==> config.mk <==
export PLATFORM = sky130hd
export DESIGN_NAME = countdown_timer_core
export DESIGN_NICKNAME = d
export VERILOG_FILES = /design/src/rtl/countdown_timer_core.sv
export SDC_FILE = /design/constraint.sdc
export NUM_CORES = 1
export LEC_CHECK = 0
export BUFFER_PORTS_ARGS = -buffer_cell sky130_fd_sc_hd__buf_2
export CELL_PAD_IN_SITES_DETAIL_PLACEMENT = 1
export CELL_PAD_IN_SITES_GLOBAL_PLACEMENT = 1
export CORE_UTILIZATION = 40
export CTS_CLUSTER_DIAMETER = 120
export CTS_CLUSTER_SIZE = 8
export DETAILED_ROUTE_END_ITERATION = 10
export GPL_TIMING_DRIVEN = 0
export HOLD_SLACK_MARGIN = 0.1
export MAX_ROUTING_LAYER = met4
export PLACE_DENSITY_LB_ADDON = 0.1
export SLEW_MARGIN = 20
export SYNTH_ARGS = -nofsm -noshare
export SYNTH_HDL_FRONTEND = slang
export SYNTH_SLANG_ARGS = --single-unit
==> constraint.sdc <==
create_clock -name clk -period 6.6 [get_ports clk]
set_input_delay 1.98 -clock clk [delete_from_list [all_inputs] [get_ports clk]]
set_output_delay 1.98 -clock clk [all_outputs]
set_load 0.05 [all_outputs]
==> src/rtl/countdown_timer_core.sv <==
// Countdown timer engine: HH:MM:SS preset editing, SET confirmation, 1 Hz countdown
// with hourglass sand bar, END phase and one-cycle expiry pulse.
module countdown_timer_core #(
  parameter int unsigned SET_HOLD_TICKS = 2,
  parameter int unsigned END_HOLD_TICKS = 5
) (
  input  logic       clk,
  input  logic       rst_n,
  input  logic       tick_1hz,
  input  logic       timer_sw,
  input  logic       btn_start,
  input  logic       btn_clear,
  input  logic       btn_h,
  input  logic       btn_m,
  input  logic       btn_s,
  output logic [1:0] timer_state,
  output logic [3:0] tm_h_tens,
  output logic [3:0] tm_h_ones,
  output logic [3:0] tm_m_tens,
  output logic [3:0] tm_m_ones,
  output logic [3:0] tm_s_tens,
  output logic [3:0] tm_s_ones,
  output logic [3:0] timer_sand_count,
  output logic       timer_done
);

  localparam int unsigned TOT_W  = 17;
  localparam int unsigned HOLD_W = 4;
  localparam int unsigned SAND_W = 4;

  typedef enum logic [1:0] {
    S_IDLE = 2'd0,
    S_RUN  = 2'd1,
    S_END  = 2'd2,
    S_SET  = 2'd3
  } state_t;

  typedef struct packed {
    logic [3:0] h_t;
    logic [3:0] h_o;
    logic [3:0] m_t;
    logic [3:0] m_o;
    logic [3:0] s_t;
    logic [3:0] s_o;
  } bcd_time_t;

  // Two-digit BCD increment wrapping from max_t:max_o back to 00
  function automatic logic [7:0] inc_bcd(input logic [7:0] v, input logic [3:0] max_t,
                                         input logic [3:0] max_o);
    if (v == {max_t, max_o}) return 8'h00;
    if (v[3:0] == 4'd9) return {v[7:4] + 4'd1, 4'd0};
    return {v[7:4], v[3:0] + 4'd1};
  endfunction

  // One-second decrement with borrow rippling seconds -> minutes -> hours
  function automatic bcd_time_t dec_sec(input bcd_time_t t);
    bcd_time_t r;
    r = t;
    if (t.s_o != 4'd0) r.s_o = t.s_o - 4'd1;
    else begin
      r.s_o = 4'd9;
      if (t.s_t != 4'd0) r.s_t = t.s_t - 4'd1;
      else begin
        r.s_t = 4'd5;
        if (t.m_o != 4'd0) r.m_o = t.m_o - 4'd1;
        else begin
          r.m_o = 4'd9;
          if (t.m_t != 4'd0) r.m_t = t.m_t - 4'd1;
          else begin
            r.m_t = 4'd5;
            if (t.h_o != 4'd0) r.h_o = t.h_o - 4'd1;
            else begin
              r.h_o = 4'd9;
              r.h_t = t.h_t - 4'd1;
            end
          end
        end
      end
    end
    return r;
  endfunction

  function automatic logic [TOT_W-1:0] to_sec(input bcd_time_t t);
    return TOT_W'(t.h_t) * TOT_W'(36000) + TOT_W'(t.h_o) * TOT_W'(3600) +
           TOT_W'(t.m_t) * TOT_W'(600)   + TOT_W'(t.m_o) * TOT_W'(60) +
           TOT_W'(t.s_t) * TOT_W'(10)    + TOT_W'(t.s_o);
  endfunction

  state_t              state_q, state_d;
  bcd_time_t           tm_q, tm_d, preset_q, preset_d;
  logic [TOT_W-1:0]    total_q, total_d, acc_q, acc_d;
  logic [SAND_W-1:0]   sand_q, sand_d;
  logic [HOLD_W-1:0]   hold_q, hold_d;
  logic                paused_q, paused_d;
  logic                done_q, done_d;

  logic                start_g, clear_g, inc_h_g, inc_m_g, inc_s_g;
  bcd_time_t           dec_t, inc_t;
  logic [TOT_W-1:0]    start_total, acc_sum;

  assign start_g = timer_sw & btn_start;
  assign clear_g = timer_sw & btn_clear;
  assign inc_h_g = timer_sw & btn_h;
  assign inc_m_g = timer_sw & btn_m;
  assign inc_s_g = timer_sw & btn_s;

  // Next-state and datapath update
  always_comb begin
    state_d  = state_q;
    tm_d     = tm_q;
    preset_d = preset_q;
    total_d  = total_q;
    acc_d    = acc_q;
    sand_d   = sand_q;
    hold_d   = hold_q;
    paused_d = paused_q;
    done_d   = 1'b0;

    dec_t       = dec_sec(tm_q);
    start_total = to_sec(tm_q);
    acc_sum     = acc_q + TOT_W'(9);
    inc_t       = tm_q;
    if (inc_h_g) {inc_t.h_t, inc_t.h_o} = inc_bcd({inc_t.h_t, inc_t.h_o}, 4'd2, 4'd3);
    if (inc_m_g) {inc_t.m_t, inc_t.m_o} = inc_bcd({inc_t.m_t, inc_t.m_o}, 4'd5, 4'd9);
    if (inc_s_g) {inc_t.s_t, inc_t.s_o} = inc_bcd({inc_t.s_t, inc_t.s_o}, 4'd5, 4'd9);

    unique case (state_q)
      S_IDLE: begin
        if (clear_g) begin
          tm_d     = '0;
          sand_d   = '0;
          paused_d = 1'b0;
        end else if (start_g) begin
          if (tm_q != '0) begin
            if (paused_q) begin
              state_d  = S_RUN;
              paused_d = 1'b0;
            end else begin
              preset_d = tm_q;
              total_d  = start_total;
              acc_d    = '0;
              sand_d   = (start_total >= TOT_W'(9)) ? SAND_W'(9) : SAND_W'(start_total);
              hold_d   = '0;
              state_d  = S_SET;
            end
          end
        end else if (inc_h_g || inc_m_g || inc_s_g) begin
          tm_d     = inc_t;
          paused_d = 1'b0;
        end
      end
      S_SET: begin
        if (clear_g) begin
          state_d  = S_IDLE;
          tm_d     = '0;
          sand_d   = '0;
          paused_d = 1'b0;
        end else if (tick_1hz) begin
          if (hold_q == HOLD_W'(SET_HOLD_TICKS - 1)) state_d = S_RUN;
          hold_d = hold_q + HOLD_W'(1);
        end
      end
      S_RUN: begin
        if (clear_g) begin
          state_d  = S_IDLE;
          tm_d     = '0;
          sand_d   = '0;
          paused_d = 1'b0;
        end else begin
          if (tick_1hz) begin
            tm_d = dec_t;
            if (total_q >= TOT_W'(9)) begin
              if (acc_sum >= total_q) begin
                acc_d  = acc_sum - total_q;
                sand_d = (sand_q != '0) ? sand_q - SAND_W'(1) : '0;
              end else begin
                acc_d = acc_sum;
              end
            end else begin
              // Short presets: bar tracks remaining seconds (value is single-digit)
              sand_d = dec_t.s_o;
            end
            if (dec_t == '0) begin
              state_d = S_END;
              sand_d  = '0;
              done_d  = 1'b1;
              hold_d  = '0;
            end
          end
          if (start_g && state_d == S_RUN) begin
            state_d  = S_IDLE;
            paused_d = 1'b1;
          end
        end
      end
      S_END: begin
        if (clear_g) begin
          state_d = S_IDLE;
          tm_d    = '0;
          sand_d  = '0;
        end else if (start_g) begin
          state_d = S_IDLE;
          tm_d    = preset_q;
          sand_d  = '0;
        end else if (tick_1hz) begin
          if (hold_q == HOLD_W'(END_HOLD_TICKS - 1)) begin
            state_d = S_IDLE;
            tm_d    = preset_q;
            sand_d  = '0;
          end
          hold_d = hold_q + HOLD_W'(1);
        end
      end
      default: state_d = S_IDLE;
    endcase
  end

  always_ff @(posedge clk or negedge rst_n) begin
    if (!rst_n) begin
      state_q  <= S_IDLE;
      tm_q     <= '0;
      preset_q <= '0;
      total_q  <= '0;
      acc_q    <= '0;
      sand_q   <= '0;
      hold_q   <= '0;
      paused_q <= 1'b0;
      done_q   <= 1'b0;
    end else begin
      state_q  <= state_d;
      tm_q     <= tm_d;
      preset_q <= preset_d;
      total_q  <= total_d;
      acc_q    <= acc_d;
      sand_q   <= sand_d;
      hold_q   <= hold_d;
      paused_q <= paused_d;
      done_q   <= done_d;
    end
  end

  assign timer_state      = state_q;
  assign tm_h_tens        = tm_q.h_t;
  assign tm_h_ones        = tm_q.h_o;
  assign tm_m_tens        = tm_q.m_t;
  assign tm_m_ones        = tm_q.m_o;
  assign tm_s_tens        = tm_q.s_t;
  assign tm_s_ones        = tm_q.s_o;
  assign timer_sand_count = sand_q;
  assign timer_done       = done_q;

endmodule

==> impl_metrics.env <==
export IMPL_outcome="completed"
export IMPL_synthArstFlopShare_pct=100.0
export IMPL_pin_count=40
export IMPL_die_y_um=158.2
export IMPL_grt_max_degree=65
export IMPL_grt_pass1_wl_um=50220
export IMPL_largest_reg_flops=24
export IMPL_ys_ff_latch=93
export IMPL_yosys_area_share_simple_pct=15.00
export IMPL_skew_ns=0.01415
export IMPL_ys_flop_type="dfrtp_1"
export IMPL_hold_viol=0
export IMPL_clk_path_buf_depth=2
export IMPL_ant_nets=0
export IMPL_nNetsFinal=1361
export IMPL_synth_top_family_by_area="adder cells"
export IMPL_synth_mux_area_share_pct=2.218
export IMPL_syn_area_per_cell_um2=8.692
export IMPL_row_count=56
export IMPL_worst_setup_path_start_kind="register"
export IMPL_start_util_pct=41.21
export IMPL_fin_ws_ns=0.4242
export IMPL_reg_top3="preset_q (24), acc_q (17), total_q (16)"
export IMPL_cts_made_buffers=9
export IMPL_first_pass_iters=5
export IMPL_synth_most_common_cell="ha_1"
export IMPL_synth_edff_count=0
export IMPL_vias_per_cell=5.761
export IMPL_dp_cells=1482
export IMPL_synthTopCellsByCount="ha_1, nand2_1, inv_1"
export IMPL_hpwlAfterDp_um=24260
export IMPL_grt_overflow=0
export IMPL_min_from="preset_q[10]$_DFFE_PN0P_"
export IMPL_synth_top_area_share_pct=23.84
export IMPL_synthToLayoutAreaGrowth_pct=9.755
export IMPL_synth_compound_area_share_pct=22.00
export IMPL_num_vias=8630
export IMPL_synth_nets=1310
export IMPL_tightest_slew_ns=1.018
export IMPL_rr_startpoint="tm_m_tens[2]$_DFFE_PN0P_"
export IMPL_setup_viol=0
export IMPL_die_width_um=158.2
export IMPL_grt_busiest_layer="met2"
export IMPL_placed_cell_area_um2=10390
export IMPL_synth_xor_area_share_pct=5.743
export IMPL_arrival_ns=6.41
export IMPL_wirelength_um=31230
export IMPL_period_share_pct=93.57
export IMPL_grtUsageMet1_pct=37.12
export IMPL_grt_total_usage_pct=27.20
export IMPL_pre_cts_ws_ns=-0.07239
export IMPL_clock_latency_ns=0.37
export IMPL_critical_path_class="register to register"
export IMPL_io_buffers=39
export IMPL_antenna_found_initial=0
export IMPL_yosys_warnings=0
export IMPL_min_path_type="register to register"
export IMPL_clkTransAtPathRegs_ns=0.07
export IMPL_ys_types=80
export IMPL_die_area_um2=25030
export IMPL_whs_ns=0.4871
export IMPL_cts_tree="done"
export IMPL_grt_pass1_vias=8779
export IMPL_slew_viol_final=0
export IMPL_drive_above_1_share_pct=7.718
export IMPL_fin_cells=1498
export IMPL_netlist_instances=1123
export IMPL_yosysSeqAreaShare_pct=23.84
export IMPL_postCtsSetupBuffers=0
export IMPL_diodes=0
export IMPL_post_route_min_period_ns=6.176
export IMPL_yosysTopAreaCell="dfrtp_1"
export IMPL_cp_required_ns=6.84
export IMPL_max_freq_mhz=161.9
export IMPL_crit_path_end_kind="register"
export IMPL_largest_register="preset_q"
export IMPL_critical_path_startpoint="tm_m_tens[2]$_DFFE_PN0P_"
export IMPL_synth_adder_area_share_pct=25.36
export IMPL_drt_iter0_drc=412
export IMPL_grt_util_met3_pct=3.121
export IMPL_final_area_um2=10710
export IMPL_maxCapViolCount=0
export IMPL_maxSlewHeadroom_pct=31.88
export IMPL_drc=0
export IMPL_cts_root_buf="clkbuf_16"
export IMPL_grt_setup_unrepaired="false"
export IMPL_crit_fanout=11
export IMPL_netlist_area_um2=9761
export IMPL_cts_num_sinks=93
export IMPL_wl_per_cell_um=20.85
export IMPL_core_um2=23680
export IMPL_grtUsageMet2_pct=42.48
export IMPL_htreeDepth=3
export IMPL_routabilityCongestion=0.8820
export IMPL_ys_top_cells_by_area="dfrtp_1, ha_1, fa_1, o21ai_0, nand2_1"
path summary, 6_finish.rpt:
kind / end / slack [ns] / cells past startpoint
setup reg to reg: timer_sand_count[3]$_DFFE_PN0P_ / 0.42 / 20
hold reg to reg: preset_q[10]$_DFFE_PN0P_ / 0.49 / 2
min in group asynchronous: acc_q[8]$_DFFE_PN0P_ / 1.50 / 1
max in group asynchronous: tm_m_ones[2]$_DFFE_PN0P_ / 4.43 / 2
setup / recovery: timer_sand_count[3]$_DFFE_PN0P_ / 0.42 / 20
hold / removal: preset_q[10]$_DFFE_PN0P_ / 0.49 / 2
cells in the final DEF (no fill, tap or decap), drive strengths merged, types with 5 or more instances in the layout:
master,instances
a21boi,8
a21o,18
a21oi,53
a22o,7
a22oi,6
a31o,6
a31oi,20
and3,10
buf,46
clkbuf,42
dfrtp,93
fa,33
ha,145
inv,107
mux2,13
mux2i,7
nand2,110
nand2b,6
nand3,26
nand4,8
nor2,55
nor2b,8
nor3,32
nor3b,9
nor4,8
o211ai,6
o21a,11
o21ai,101
o21bai,6
o311ai,5
o31a,5
o31ai,12
or3,6
xnor2,41
xor2,23
logic make-up (layout without fill, tap and decap cells):
| group | Yosys count | in the layout |
|---|---|---|
| buffers and inverters | 146 | 202 |
| muxes | 20 | 20 |
| and+or+nand+nor | 302 | 302 |
| AOI/OAI and AO/OA | 320 | 320 |
| adders and majority gates | 178 | 178 |
| xor gates and xnor gates | 64 | 64 |
| DFF | 93 | 93 |
per-layer routing:
metal / routed length [um] / part of all wire (%)
met1: 15130 / 48
met5: 0 / 0
met2: 14420 / 46
met3: 1096 / 3.5
met4: 595 / 1.9
area by class of cell:
class / count / area [um^2]
Clock inverter: 7 / 76.32
Fill cell: 2923 / 12970
Multi-Input combinational cell: 884 / 6883
Tap cell: 319 / 399.1
Sequential cell: 93 / 2330
Inverter: 107 / 401.6
Buffer: 39 / 168.9
Clock buffer: 9 / 225.2
Timing Repair Buffer: 40 / 229.0
worst max-delay path: stages, from the launching register on:
cell and delay [ns]:
dfrtp_1 0.58, inv_1 0.18, ha_1 0.34, fa_1 0.49
ha_1 0.32, inv_1 0.07, fa_1 0.48, inv_1 0.05
fa_1 0.56, inv_1 0.07, fa_1 0.54, inv_1 0.04
ha_1 0.34, nor2b_1 0.18, o31ai_1 0.35, a211oi_1 0.17
o41a_1 0.37, nor3_2 0.29, o2111ai_2 0.26, o21ai_2 0.25
a2bb2oi_1 0.10
what timing repair did:
| item | 4_1_cts | 5_1_grt |
|---|---|---|
| hold endpoints to repair | 0 | 0 |
| hold buffers | 0 | 0 |
| gates resized for setup | 2 | 6 |
| setup endpoints to repair | 4 | 4 |
through the flow:
step | utilization (%) | TNS (ns)
floorplan | - | 0
global placement | 43.72 | -0.04966
detailed placement | 43.87 | -0.1300
CTS | 45.16 | 0
global route | 45.23 | 0
finish | 45.23 | 0
Power is not shown: default switching activity piles up to over one toggle a cycle in this logic, so the estimate is an artifact.
